File: src/rtl/spi_mem_ctrl_pkg.sv
// -----------------------------------------------------------------------------
// spi_mem_ctrl_pkg : shared CPU/memory-handshake types and SPI SRAM constants
// Rev 1.0
// -----------------------------------------------------------------------------
`default_nettype none

package spi_mem_ctrl_pkg;

  typedef enum logic [1:0] {
    MEM_NOP   = 2'b00,
    MEM_READ  = 2'b01,
    MEM_WRITE = 2'b10
  } mem_ctrl_op_e;

  localparam logic [7:0] SPI_CMD_READ  = 8'h03;
  localparam logic [7:0] SPI_CMD_WRITE = 8'h02;
  localparam int         FRAME_LEN     = 32;

  // Whole transaction as one MSB-first word: opcode, 16-bit address, data byte.
  function automatic logic [FRAME_LEN-1:0] build_frame(input logic        is_write,
                                                       input logic [15:0] addr,
                                                       input logic [7:0]  wdata);
    return is_write ? {SPI_CMD_WRITE, addr, wdata} : {SPI_CMD_READ, addr, 8'h00};
  endfunction

endpackage

`default_nettype wire

File: src/rtl/spi_mem_ctrl_if.sv
// -----------------------------------------------------------------------------
// spi_mem_ctrl_if : ctrl <-> memory controller request/response bundle
// Rev 1.0
// -----------------------------------------------------------------------------
`default_nettype none

interface spi_mem_ctrl_if #(
  parameter int ADDR_WIDTH     = 16,
  parameter int DATA_BUS_WIDTH = 8
);
  import spi_mem_ctrl_pkg::*;

  mem_ctrl_op_e              mem_ctrl_op;
  logic [ADDR_WIDTH-1:0]     addr;
  logic [DATA_BUS_WIDTH-1:0] data_in;
  logic [DATA_BUS_WIDTH-1:0] data_out;
  logic                      mem_op_done;

  modport master (
    output mem_ctrl_op, addr, data_in,
    input  data_out, mem_op_done
  );

  modport slave (
    input  mem_ctrl_op, addr, data_in,
    output data_out, mem_op_done
  );

endinterface

`default_nettype wire

File: src/rtl/spi_mem_ctrl_shifter.sv
// -----------------------------------------------------------------------------
// spi_shifter : 32-bit TX frame shifter, 8-bit RX shifter, mode-0 SCLK phasing
// Rev 1.0
// -----------------------------------------------------------------------------
`default_nettype none

module spi_shifter
  import spi_mem_ctrl_pkg::*;
(
  input  logic                 clock_i,
  input  logic                 reset_ni,
  input  logic                 load_i,
  input  logic [FRAME_LEN-1:0] frame_i,
  input  logic                 run_i,
  input  logic                 spi_miso_i,
  output logic                 spi_sclk_o,
  output logic                 spi_mosi_o,
  output logic                 sample_o,
  output logic [7:0]           rx_next_o
);

  logic [FRAME_LEN-1:0] tx_q, tx_d;
  logic [7:0]           rx_q, rx_d;
  logic                 sclk_q, sclk_d;

  // SCLK itself is the phase bit: the high-to-low edge is the MISO sample point.
  assign sample_o   = run_i & sclk_q;
  assign rx_next_o  = {rx_q[6:0], spi_miso_i};
  assign spi_sclk_o = sclk_q;
  assign spi_mosi_o = tx_q[FRAME_LEN-1];

  always_comb begin
    tx_d   = tx_q;
    rx_d   = rx_q;
    sclk_d = sclk_q;
    if (load_i) begin
      tx_d   = frame_i;
      sclk_d = 1'b0;
    end else if (run_i) begin
      if (!sclk_q) begin
        sclk_d = 1'b1;
      end else begin
        sclk_d = 1'b0;
        tx_d   = {tx_q[FRAME_LEN-2:0], 1'b0};
        rx_d   = rx_next_o;
      end
    end
  end

  always_ff @(posedge clock_i or negedge reset_ni) begin
    if (!reset_ni) begin
      tx_q   <= '0;
      rx_q   <= '0;
      sclk_q <= 1'b0;
    end else begin
      tx_q   <= tx_d;
      rx_q   <= rx_d;
      sclk_q <= sclk_d;
    end
  end

endmodule

`default_nettype wire

File: src/rtl/spi_mem_ctrl.sv
// -----------------------------------------------------------------------------
// spi_mem_ctrl : one-byte READ/WRITE on a 23LC512-style SPI SRAM, 4-phase handshake
// Rev 1.0
// -----------------------------------------------------------------------------
`default_nettype none

module spi_mem_ctrl
  import spi_mem_ctrl_pkg::*;
#(
  parameter int DATA_BUS_WIDTH = 8,
  parameter int ADDR_WIDTH     = 16
) (
  input  logic          clock_i,
  input  logic          reset_ni,
  spi_mem_ctrl_if.slave bus,
  output logic          spi_cs_n_o,
  output logic          spi_sclk_o,
  output logic          spi_mosi_o,
  input  logic          spi_miso_i
);

  localparam logic [1:0] ST_IDLE = 2'd0;
  localparam logic [1:0] ST_XFER = 2'd1;
  localparam logic [1:0] ST_DONE = 2'd2;

  logic [1:0]                state_q, state_d;
  logic [4:0]                cnt_q, cnt_d;
  logic                      cs_n_q, cs_n_d;
  logic                      done_q, done_d;
  logic                      is_read_q, is_read_d;
  logic [DATA_BUS_WIDTH-1:0] data_out_q, data_out_d;

  logic                      load_w;
  logic                      sample_w;
  logic [7:0]                rx_next_w;
  logic [ADDR_WIDTH-1:0]     addr_w;
  logic [FRAME_LEN-1:0]      frame_w;

  assign addr_w  = bus.addr;
  assign frame_w = build_frame(bus.mem_ctrl_op == MEM_WRITE, 16'(addr_w), 8'(bus.data_in));

  always_comb begin
    state_d    = state_q;
    cnt_d      = cnt_q;
    cs_n_d     = cs_n_q;
    done_d     = done_q;
    is_read_d  = is_read_q;
    data_out_d = data_out_q;
    load_w     = 1'b0;
    case (state_q)
      ST_IDLE: begin
        if (bus.mem_ctrl_op == MEM_READ || bus.mem_ctrl_op == MEM_WRITE) begin
          load_w    = 1'b1;
          state_d   = ST_XFER;
          cs_n_d    = 1'b0;
          cnt_d     = 5'd0;
          is_read_d = (bus.mem_ctrl_op == MEM_READ);
        end
      end
      ST_XFER: begin
        if (sample_w) begin
          cnt_d = cnt_q + 5'd1;
          // The 32nd sample edge also closes the frame.
          if (cnt_q == 5'd31) begin
            state_d = ST_DONE;
            cs_n_d  = 1'b1;
            done_d  = 1'b1;
            if (is_read_q) data_out_d = DATA_BUS_WIDTH'(rx_next_w);
          end
        end
      end
      ST_DONE: begin
        if (bus.mem_ctrl_op == MEM_NOP) begin
          state_d = ST_IDLE;
          done_d  = 1'b0;
        end
      end
      default: state_d = ST_IDLE;
    endcase
  end

  always_ff @(posedge clock_i or negedge reset_ni) begin
    if (!reset_ni) begin
      state_q    <= ST_IDLE;
      cnt_q      <= 5'd0;
      cs_n_q     <= 1'b1;
      done_q     <= 1'b0;
      is_read_q  <= 1'b0;
      data_out_q <= '0;
    end else begin
      state_q    <= state_d;
      cnt_q      <= cnt_d;
      cs_n_q     <= cs_n_d;
      done_q     <= done_d;
      is_read_q  <= is_read_d;
      data_out_q <= data_out_d;
    end
  end

  spi_shifter u_shifter (
    .clock_i    (clock_i),
    .reset_ni   (reset_ni),
    .load_i     (load_w),
    .frame_i    (frame_w),
    .run_i      (state_q == ST_XFER),
    .spi_miso_i (spi_miso_i),
    .spi_sclk_o (spi_sclk_o),
    .spi_mosi_o (spi_mosi_o),
    .sample_o   (sample_w),
    .rx_next_o  (rx_next_w)
  );

  assign spi_cs_n_o      = cs_n_q;
  assign bus.data_out    = data_out_q;
  assign bus.mem_op_done = done_q;

endmodule

`default_nettype wire

File: src/flat_wrapper.sv
// flat-port wrapper written by rule: the top's interface ports become plain ports
module spi_mem_ctrl_flat import spi_mem_ctrl_pkg::*;
#(
  parameter int DATA_BUS_WIDTH = 8,
  parameter int ADDR_WIDTH     = 16
)
  (clock_i, reset_ni, spi_cs_n_o, spi_sclk_o, spi_mosi_o, spi_miso_i, bus_mem_ctrl_op, bus_addr, bus_data_in, bus_data_out, bus_mem_op_done);
  spi_mem_ctrl_if #(.ADDR_WIDTH(ADDR_WIDTH), .DATA_BUS_WIDTH(DATA_BUS_WIDTH)) bus_i ();
  input  logic clock_i;
  input  logic reset_ni;
  output logic spi_cs_n_o;
  output logic spi_sclk_o;
  output logic spi_mosi_o;
  input  logic spi_miso_i;
  input wire logic [$bits(bus_i.mem_ctrl_op)-1:0] bus_mem_ctrl_op;
  input wire logic [$bits(bus_i.addr)-1:0] bus_addr;
  input wire logic [$bits(bus_i.data_in)-1:0] bus_data_in;
  output wire logic [$bits(bus_i.data_out)-1:0] bus_data_out;
  output wire logic [$bits(bus_i.mem_op_done)-1:0] bus_mem_op_done;
  assign bus_i.mem_ctrl_op = bus_mem_ctrl_op;
  assign bus_i.addr = bus_addr;
  assign bus_i.data_in = bus_data_in;
  assign bus_data_out = bus_i.data_out;
  assign bus_mem_op_done = bus_i.mem_op_done;
  spi_mem_ctrl #(.DATA_BUS_WIDTH(DATA_BUS_WIDTH), .ADDR_WIDTH(ADDR_WIDTH)) u_core (.clock_i(clock_i), .reset_ni(reset_ni), .bus(bus_i), .spi_cs_n_o(spi_cs_n_o), .spi_sclk_o(spi_sclk_o), .spi_mosi_o(spi_mosi_o), .spi_miso_i(spi_miso_i));
endmodule
File: config.mk
export PLATFORM = sky130hd
export DESIGN_NAME = spi_mem_ctrl_flat
export DESIGN_NICKNAME = d
export VERILOG_FILES = /design/src/rtl/spi_mem_ctrl_pkg.sv /design/src/rtl/spi_mem_ctrl_if.sv /design/src/rtl/spi_mem_ctrl_shifter.sv /design/src/rtl/spi_mem_ctrl.sv /design/src/flat_wrapper.sv
export SDC_FILE = /design/constraint.sdc
export NUM_CORES = 1
export LEC_CHECK = 0
export CORE_MARGIN = 4
export CORE_UTILIZATION = 55
export CTS_CLUSTER_DIAMETER = 30
export DETAILED_ROUTE_END_ITERATION = 8
export PLACE_DENSITY_LB_ADDON = 0.05
export RECOVER_POWER = 25
export SLEW_MARGIN = 15
export SYNTH_ARGS = -nofsm -noshare
export SYNTH_HDL_FRONTEND = slang
export SYNTH_SLANG_ARGS = --single-unit
File: constraint.sdc
create_clock -name clock_i -period 4.6 [get_ports clock_i]
set_clock_uncertainty 0.1 [all_clocks]
set_input_delay 0.92 -clock clock_i [delete_from_list [all_inputs] [get_ports clock_i]]
set_output_delay 0.92 -clock clock_i [all_outputs]
set_load 0.03 [all_outputs]
==> impl_metrics.py, run 1 <==
metrics = {
    "cts": {
        "cts.sinks": 58,
        "cts_hold_buf": 0,
        "clockRootBuffer": "clkbuf_8",
        "postCtsSetupBuffers": 0,
        "clk_latency_ps": 320,
        "cts_tree": "built",
        "clockBufferDepth": 2,
        "htreeDepth": 3,
        "cts-resized-gates": 0,
        "cts_buffers": 9,
        "path_clk_slew_ps": 60,
    },
    "detailed_routing": {
        "drt-vias-per-instance": 5.61,
        "vias": 1850,
        "post_drt_wl_per_cell_um": 14.2,
        "initialDrtViolationCount": 128,
        "routed_wirelength_um": 4700,
        "drc_errors": 0,
        "ant_nets": 0,
        "first_pass_iters": 4,
    },
    "sta": {
        "fmax_mhz": 333,
        "finalSetupTns_ps": 0,
        "period_share_pct": 65.3,
        "finalHoldViolCount": 0,
        "whs_ps": 374,
        "fin_crit_ps": 3000,
        "rsz0062_at_grt": "false",
        "slew_viol_final": 0,
        "slew_headroom_pct": 38.6,
        "setup_violations": 0,
        "worst_slew_pin_slew_ps": 918,
    },
    "global_routing": {
        "overflow": 0,
        "grt_max_degree": 59,
        "antenna_found_initial": 0,
        "grtUsageTotal_pct": 17.7,
        "grt_pass1_wl_um": 8310,
        "grt_pass1_vias": 1809,
    },
    "logic_synthesis": {
        "synth-edff-count": 0,
        "yosysWarnings": 0,
        "postSynthRegisterBits": 58,
        "syn-instance-count": 236,
        "netlist_area_um2": 2570,
        "seq_area_frac_synth_pct": 56.5,
        "syn_area_per_cell_um2": 10.9,
        "ys_types": 33,
        "synth-main-ff-cell": "dfrtp_1",
        "synthesis.nets": 270,
        "async_flop_share_pct": 100,
    },
    "job": {
        "drv_cap": 0,
    },
    "power": {
        "seqPwrFrac_pct": 46.8,
        "cellInternalPower_uw": 1090,
        "powerDensity_nw_per_um2": 535,
        "p_sw_share_pct": 34.1,
        "power_uw": 1660,
        "p_switching_uw": 565,
        "irDropWorstVdd_uv": 281,
        "power_frac_clock_pct": 23.7,
        "combPwrFrac_pct": 29.5,
        "p_leak_uw": 0.00158,
    },
    "place": {
        "place.gp.congestion": 0.706,
        "io_buffer_count": 40,
        "hpwl_um": 3110,
    },
    "setup_path": {
        "worstSetupStartpointType": "input port",
        "r2r_start": "u_core.state_q[0]",
        "path_delay_family": "buffers and inverters",
        "required_ps": 4760,
        "cp-endpoint": "u_core.u_shifter.tx_q[11]",
        "cp.arrival_ps": 3160,
        "endpoint_kind": "register",
        "timing.rr.end": "u_core.u_shifter.tx_q[11]",
        "ff2ff_setup_slack_ps": 2520,
        "path_cells": "clkdlybuf4s50_1 > inv_1 > ha_1 > nor3b_4 > buf_4 > a22o_1 > a21o_1",
        "crit_fanout": 21,
        "path_buf_inv": 3,
        "path_class": "input port to register",
        "ff2ff_path_depth": 4,
        "worstSetupPathDepth": 7,
        "slowest_delay_ps": 760,
        "crit_path_start": "bus_mem_ctrl_op[0]",
        "crit_slowest_cell": "nor3b_4",
    },
    "die": {
        "die_area_um2": 5830,
        "start_util_pct": 57.9,
        "die-width_um": 76.4,
        "die_h_um": 76.4,
        "rows": 24,
        "io_pins": 41,
        "core_area_um2": 4440,
    },
    "final_layout": {
        "multi_input_area_um2": 981,
        "fin_util_pct": 69.8,
        "synthToLayoutAreaGrowth_pct": 20.6,
        "seqCellArea_um2": 1450,
        "layout.nets": 307,
        "n_antenna_cell": 0,
        "final_layout_size_suffix_gt1_share_pct": 10.4,
        "fillers": 354,
    },
    "worst_hold_path": {
        "hold_path.class": "register to register",
    },
    "status": {
        "status": "complete, no violations",
    },
}
==> sequential cells by signal (all words and copies together), names as in the netlist <==
register                     count
u_core.bus.data_out              8
u_core.bus.mem_op_done           1
u_core.cnt_q                     5
u_core.is_read_q                 1
u_core.spi_cs_n_o                1
u_core.state_q                   2
u_core.u_shifter.rx_q            7
u_core.u_shifter.spi_sclk_o      1
u_core.u_shifter.tx_q           32
==> per-layer routing <==
metal / vias to the layer above / track usage, % / share of wire, %
li1: 902 / - / -
met1: 893 / 23.8 / 46
met5: - / 0 / 0
met3: 7 / 4.85 / 4.7
met2: 48 / 27.3 / 48
met4: 0 / 7.07 / 1.0
==> power groups by stage <==
| stage | Sequential, uW | Clock [uW] | Combinational, uW |
|---|---|---|---|
| 5_1_grt | 797 | 436 | 555 |
| 4_1_cts | 777 | 403 | 499 |
| 6_report | 776 | 393 | 489 |
| 2_1_floorplan | 778 | 0 | 375 |
| 3_5_place_dp | 785 | 0 | 496 |
| 3_3_place_gp | 781 | 0 | 485 |
==> final cells by class <==
| class | count | area share [%] |
|---|---|---|
| Tap cell | 52 | 2.10 |
| Clock buffer | 14 | 4.92 |
| Multi-Input combinational cell | 156 | 31.6 |
| Inverter | 5 | 0.605 |
| Sequential cell | 58 | 46.9 |
| Timing Repair Buffer | 43 | 13.5 |
| Clock inverter | 2 | 0.404 |
==> kinds of logic (layout without fill, tap and decap cells) <==
group	Yosys count	after routing	synth area share [%]
AOI/OAI and AO/OA	74	74	19.2
and+or+nand+nor	67	67	12.2
DFF	58	58	56.5
buffers and inverters	22	64	5.35
muxes	10	10	4.33
adders and majority gates	5	5	2.43
==> placed cells by master, fill, tap and decap left out, types with 2 or more instances in the layout <==
master,count
dfrtp_1,57
nand2_1,47
clkdlybuf4s50_1,39
a21oi_1,28
a22o_1,19
a21o_1,15
clkbuf_8,10
mux2_2,9
o21ai_0,6
inv_1,5
nor2_1,5
ha_1,5
clkbuf_1,4
buf_4,3
and3b_1,2
nand3b_1,2
nand3_1,2
a22oi_1,2
nand2b_1,2
==> worst register-to-register path, delay by kind of cell (launching register included) <==
family / cells / cell delay, ps
compound gates: 2 / 260
flops: 1 / 510
simple gates: 1 / 810
buf+inv: 1 / 350
==> cells in the mapped netlist (5+ instances only) <==
master	n	area share (%)
a21o_1	15	4.4
a21oi_1	28	5.4
a22o_1	19	6.5
buf_2	8	1.6
buf_6	5	2.2
dfrtp_1	57	55
ha_1	5	2.4
inv_1	5	0.73
mux2_2	9	3.9
nand2_1	47	6.9
nor2_1	5	0.73
o21ai_0	6	1.2
==> worst min path at each step <==
stage / startpoint / end / slack (ps) / cells after the start
floorplan: u_core.cnt_q[3] / u_core.cnt_q[3] / 340 / 1
global placement: u_core.u_shifter.rx_q[6] / u_core.u_shifter.rx_q[6] / 360 / 2
detailed placement: u_core.u_shifter.tx_q[20] / u_core.u_shifter.tx_q[20] / 370 / 1
CTS: u_core.u_shifter.tx_q[20] / u_core.u_shifter.tx_q[20] / 380 / 1
global route: u_core.cnt_q[3] / u_core.cnt_q[3] / 390 / 1
finish: u_core.u_shifter.tx_q[20] / u_core.u_shifter.tx_q[20] / 370 / 1
==> per-stage QoR <==
step	cells	worst slack, ps	cell area [um^2]
after floorplan	236	2330	2570
after detailed placement	314	1250	2940
after global routing	330	1480	3100
final	330	1600	3100
after CTS	330	1600	3100
after global placement	314	1300	2940
Note: power is estimated with default switching activity, not from simulation.
==> run 2: changes to the inputs <==
--- a/config.mk
+++ b/config.mk
@@ -6,7 +6,7 @@
 export NUM_CORES = 1
 export LEC_CHECK = 0
 export CORE_MARGIN = 4
-export CORE_UTILIZATION = 55
+export CORE_UTILIZATION = 53
 export CTS_CLUSTER_DIAMETER = 30
 export DETAILED_ROUTE_END_ITERATION = 8
 export PLACE_DENSITY_LB_ADDON = 0.05
==> constraint.sdc (replaced) <==
create_clock -name clock_i -period 3.1 [get_ports clock_i]
set_clock_uncertainty 0.1 [all_clocks]
set_input_delay 0.62 -clock clock_i [delete_from_list [all_inputs] [get_ports clock_i]]
set_output_delay 0.62 -clock clock_i [all_outputs]
set_load 0.03 [all_outputs]
==> run 2 against run 1 <==
  * Total power is 56% higher
  * Critical path depth fell by 6
  * Count of clock-buffer cells in the layout stayed put
  * Final area rose by 2.1%
  * Utilization down 2.8 points
  * Highest routed layer unchanged
  * Cell count increased by 5.2%
  * Die area grew 3.4%
  * Hold slack better by 1.3 ps
  * Global-route usage rose by 0.39 points
  * Clock power increased by 76%
  * Non-clock buffer count increased by 2
  * Via count decreased by 1.4%
==> impl_metrics.py, run 2 (synthesis gave the netlist of run 1 again) <==
metrics = {
    "cts": {
        "cts_tree": "built",
        "path_clk_slew_ps": 60,
        "htreeDepth": 3,
        "clockRootBuffer": "clkbuf_8",
        "postCtsSetupBuffers": 0,
        "cts_hold_buf": 0,
        "cts.sinks": 58,
        "cts_buffers": 9,
        "clk_latency_ps": 330,
        "cts-resized-gates": 0,
        "clockBufferDepth": 2,
    },
    "final_layout": {
        "largest_reg_flops": 32,
        "final_cell_mix": "dfrtp_1 (57), nand2_1 (47), clkdlybuf4s50_1 (39), a21oi_1 (28), a22o_1 (19)",
        "fin_util_pct": 67.0,
        "layout_commonest_cell": "dfrtp_1",
        "layout.nets": 309,
        "n_antenna_cell": 0,
        "synthToLayoutAreaGrowth_pct": 23.1,
        "top_register": "u_core.u_shifter.tx_q",
        "final_layout_size_suffix_gt1_share_pct": 11.4,
    },
    "sta": {
        "rsz0062_at_grt": "false",
        "slew_viol_final": 0,
        "finalSetupTns_ps": 0,
        "slew_headroom_pct": 7.82,
        "fmax_mhz": 434,
        "setup_violations": 0,
        "finalHoldViolCount": 0,
        "period_share_pct": 74.4,
        "worst_slew_pin_slew_ps": 1380,
        "fin_crit_ps": 2310,
        "whs_ps": 375,
    },
    "setup_path": {
        "slowest_delay_ps": 730,
        "cp.arrival_ps": 1590,
        "endpoint_kind": "output port",
        "ff2ff_path_depth": 4,
        "ff2ff_setup_slack_ps": 1060,
        "timing.rr.end": "u_core.u_shifter.tx_q[24]",
        "path_cells": "clkdlybuf4s50_1",
        "r2r_start": "u_core.state_q[0]",
        "path_class": "register to output port",
        "crit_fanout": 11,
        "required_ps": 2380,
        "worstSetupStartpointType": "register",
        "crit_slowest_cell": "clkdlybuf4s50_1",
        "path_delay_family": "buffers and inverters",
        "path_buf_inv": 1,
    },
    "die": {
        "core_area_um2": 4720,
        "die-width_um": 77.7,
        "die_area_um2": 6030,
        "start_util_pct": 54.4,
        "die_h_um": 77.7,
        "io_pins": 41,
        "rows": 25,
    },
    "place": {
        "place.gp.congestion": 0.736,
        "io_buffer_count": 40,
        "hpwl_um": 3130,
    },
    "power": {
        "p_leak_uw": 0.00161,
        "irDropWorstVdd_uv": 417,
        "power_uw": 2590,
        "powerDensity_nw_per_um2": 818,
    },
    "detailed_routing": {
        "drt-vias-per-instance": 5.26,
        "routed_wirelength_um": 4770,
        "ant_nets": 0,
        "first_pass_iters": 4,
        "drc_errors": 0,
        "vias": 1825,
        "post_drt_wl_per_cell_um": 13.7,
        "initialDrtViolationCount": 79,
    },
    "worst_hold_path": {
        "hold_start": "u_core.u_shifter.tx_q[20]",
        "hold_depth": 1,
        "min_to": "u_core.u_shifter.tx_q[20]",
        "hold_path.class": "register to register",
    },
    "status": {
        "status": "complete, no violations",
    },
    "global_routing": {
        "grt_max_degree": 59,
        "overflow": 0,
        "grt_pass1_wl_um": 8550,
        "antenna_found_initial": 0,
        "grt_pass1_vias": 1863,
        "grtUsageTotal_pct": 18.1,
    },
    "job": {
        "drv_cap": 0,
    },
}
[run 2: per-layer routing]
layer  wire length [um]  part of all wire [%]  up-vias  global-route usage [%]
li1                   -                     -      904                       -
met1               2320                    49      870                    24.2
met2               2140                    45       41                    26.6
met3                219                   4.6       10                    5.57
met4                 87                   1.8        0                    9.07
met5                  0                     0        -                       0
[run 2: through the flow]
stage          cell area [um^2]  worst slack, ps  std cells
6_report                   3160              794        347
5_1_grt                    3160              707        347
4_1_cts                    3170              782        347
3_5_place_dp               2970              494        331
3_3_place_gp               2970              503        331
2_1_floorplan              2570             1130        236
[run 2: worst reg2reg max path, cell delays in order, from the launching register on]
cell and delay (ps):
dfrtp_1 570, and3b_1 720, buf_4 310, a21oi_1 90
a22oi_1 160
[run 2: worst max path at each step]
| stage | depth (start not counted) | slack, ps | from | endpoint |
|---|---|---|---|---|
| finish | 1 | 790 | u_core.u_shifter.spi_sclk_o | spi_sclk_o |
| global route | 1 | 710 | u_core.u_shifter.spi_sclk_o | spi_sclk_o |
| CTS | 1 | 780 | u_core.u_shifter.spi_sclk_o | spi_sclk_o |
| detailed placement | 7 | 490 | bus_mem_ctrl_op[0] | u_core.cnt_q[1] |
| global placement | 7 | 500 | bus_mem_ctrl_op[0] | u_core.u_shifter.tx_q[26] |
| floorplan | 6 | 1130 | bus_mem_ctrl_op[0] | u_core.u_shifter.tx_q[10] |
[run 2: area by class of cell]
type | count | area [um^2]
inverter | 5 | 18.8
tap | 67 | 83.8
sequential | 58 | 1450
timing repair buffer | 45 | 430
fill | 379 | 1560
clock inverter | 2 | 35.0
multi-input combinational | 156 | 981
clock buffer | 14 | 163
[run 2: report_power, final]
group          switching [uW]  total (uW)  internal [uW]
Sequential                155        1150            995
Clock                     277         692            415
Combinational             420         746            326
Total                     853        2590           1740
==> run 3: changes to the inputs <==
--- a/config.mk
+++ b/config.mk
@@ -6,7 +6,7 @@
 export NUM_CORES = 1
 export LEC_CHECK = 0
 export CORE_MARGIN = 4
-export CORE_UTILIZATION = 53
+export CORE_UTILIZATION = 48
 export CTS_CLUSTER_DIAMETER = 30
 export DETAILED_ROUTE_END_ITERATION = 8
 export PLACE_DENSITY_LB_ADDON = 0.05
==> constraint.sdc (replaced) <==
create_clock -name clock_i -period 2.1 [get_ports clock_i]
set_clock_uncertainty 0.1 [all_clocks]
set_input_delay 0.42 -clock clock_i [delete_from_list [all_inputs] [get_ports clock_i]]
set_output_delay 0.42 -clock clock_i [all_outputs]
set_load 0.03 [all_outputs]
==> run 3 against run 2 <==
  * Clock power is 42% higher
  * Die area up 9.3%
  * Critical path type unchanged
  * Utilization fell by 3.6 points
  * First-iteration DRC count rose by 15%
  * Largest cell class unchanged
  * Highest routed layer unchanged
  * Register-to-register slack worse by 890 ps
  * Setup slack lost 730 ps
==> impl_metrics.py, run 3 (synthesis gave the netlist of run 1 again) <==
metrics = {
    "status": {
        "status": "complete, no violations",
    },
    "global_routing": {
        "use_met3_pct": 3.88,
        "grtUsageTotal_pct": 17.0,
        "met1_usage_pct": 21.7,
        "use_met2_pct": 26.3,
        "antenna_found_initial": 0,
        "grt_max_degree": 34,
        "grt_pass1_wl_um": 8450,
        "overflow": 0,
        "grt-busiest-layer": "met2",
        "grt_pass1_vias": 1844,
    },
    "die": {
        "die_area_um2": 6590,
        "rows": 26,
        "core_area_um2": 5140,
        "io_pins": 41,
        "die-width_um": 81.2,
        "die_h_um": 81.2,
        "start_util_pct": 50.0,
    },
    "sta": {
        "slew_viol_final": 0,
        "fmax_mhz": 490,
        "worst_slack_ps": 59.8,
        "slew_headroom_pct": 46.4,
        "period_share_pct": 97.2,
        "worst_slew_pin_slew_ps": 804,
        "setup_violations": 0,
        "fin_crit_ps": 2040,
        "finalHoldViolCount": 0,
        "rsz0062_at_grt": "true",
    },
    "cts": {
        "cts.sinks": 58,
        "cts_tree": "built",
        "path_clk_slew_ps": 60,
        "clockRootBuffer": "clkbuf_8",
        "clockBufferDepth": 2,
        "postCtsSetupBuffers": 0,
        "clk_latency_ps": 330,
        "cts_buffers": 9,
        "htreeDepth": 3,
    },
    "setup_path": {
        "crit_fanout": 3,
        "crit_slowest_cell": "clkdlybuf4s50_1",
        "path_class": "register to output port",
        "endpoint_kind": "output port",
        "cp.arrival_ps": 1520,
        "path_buf_inv": 1,
        "slowest_delay_ps": 660,
        "required_ps": 1580,
        "worstSetupStartpointType": "register",
        "path_cells": "clkdlybuf4s50_1",
        "path_delay_family": "buffers and inverters",
    },
    "detailed_routing": {
        "drc_errors": 0,
        "post_drt_wl_per_cell_um": 13.7,
        "ant_nets": 0,
        "initialDrtViolationCount": 91,
        "first_pass_iters": 4,
        "routed_wirelength_um": 4940,
        "vias": 1875,
        "drt-vias-per-instance": 5.22,
    },
    "final_layout": {
        "largest_reg_flops": 32,
        "synthToLayoutAreaGrowth_pct": 26.8,
        "final_layout_size_suffix_gt1_share_pct": 14.5,
        "layout.nets": 319,
        "n_antenna_cell": 0,
        "top_register": "u_core.u_shifter.tx_q",
        "final_cell_mix": "dfrtp_1 (57), nand2_1 (47), clkdlybuf4s50_1 (38), a21oi_1 (28), a22o_1 (19)",
        "fin_util_pct": 63.4,
        "layout_commonest_cell": "dfrtp_1",
        "fillers": 461,
    },
    "power": {
        "irDropWorstVdd_uv": 548,
        "powerDensity_nw_per_um2": 1180,
        "p_leak_uw": 0.00166,
    },
    "place": {
        "place.gp.congestion": 0.735,
        "io_buffer_count": 40,
        "hpwl_um": 3340,
        "pre_cts_ws_ps": -295,
    },
    "job": {
        "drv_cap": 0,
    },
    "worst_hold_path": {
        "hold_path.class": "register to register",
    },
}
==> run 3: cell types whose count changed in the layout (fill, tap and decap cells not counted), sizes merged <==
| cell | before | now |
|---|---|---|
| buf | 5 | 13 |
| clkbuf | 15 | 14 |
| clkdlybuf4s50 | 39 | 38 |
| clkinv | 1 | 2 |
| dlygate4sd2 | 0 | 1 |
| dlygate4sd3 | 0 | 1 |
==> run 3: repair_timing <==
item	4_1_cts	5_1_grt
gates resized for setup	1	1
pin swaps	0	1
hold buffers	1	0
hold endpoints to repair	25	0
endpoints found under the setup margin	1	23
==> run 3: per-layer routing <==
metal / wire length, um / vias up / part of all wire [%]
met5: 0 / - / 0
li1: - / 917 / -
met1: 2370 / 905 / 48
met4: 131 / 0 / 2.7
met3: 222 / 13 / 4.5
met2: 2210 / 40 / 45
==> run 3: path summary, 6_finish.rpt <==
check                           depth (start not counted)                        end                      from  slack [ps]
worst max-delay path                                    1                 spi_cs_n_o         u_core.spi_cs_n_o          60
worst min-delay path                                    2   u_core.u_shifter.rx_q[6]  u_core.u_shifter.rx_q[6]         370
worst max register to register                          6     u_core.bus.data_out[5]           u_core.cnt_q[1]         170
worst min register to register                          2   u_core.u_shifter.rx_q[6]  u_core.u_shifter.rx_q[6]         370
max in group asynchronous                               3            u_core.cnt_q[2]                  reset_ni         680
min in group asynchronous                               3  u_core.u_shifter.tx_q[10]                  reset_ni         630
==> run 3: layout make-up <==
type / count / area [um^2] / area share (%)
sequential: 58 / 1450 / 44.6
multi-input combinational: 156 / 986 / 30.2
timing repair buffer: 55 / 529 / 16.2
clock buffer: 12 / 145 / 4.45
tap: 70 / 87.6 / 2.69
clock inverter: 3 / 40.0 / 1.23
inverter: 5 / 18.8 / 0.576
==> run 3: metrics by stage <==
stage / total power (uW) / hold slack (ps) / setup TNS, ps / instance area [um^2] / instances
floorplan: 2530 / 24.4 / 0 / 2570 / 236
global placement: 2870 / 340 / -6660 / 3070 / 343
detailed placement: 2910 / 339 / -7230 / 3070 / 343
CTS: 3900 / 375 / 0 / 3260 / 359
global route: 4130 / 394 / -11.4 / 3260 / 359
finish: 3850 / 368 / 0 / 3260 / 359
==> run 3: power breakdown <==
part	leakage (uW)	internal, uW	total [uW]	switching (uW)
combinational	0.000804	540	1170	629
clock	0.0000962	570	980	410
sequential	0.000764	1470	1700	235
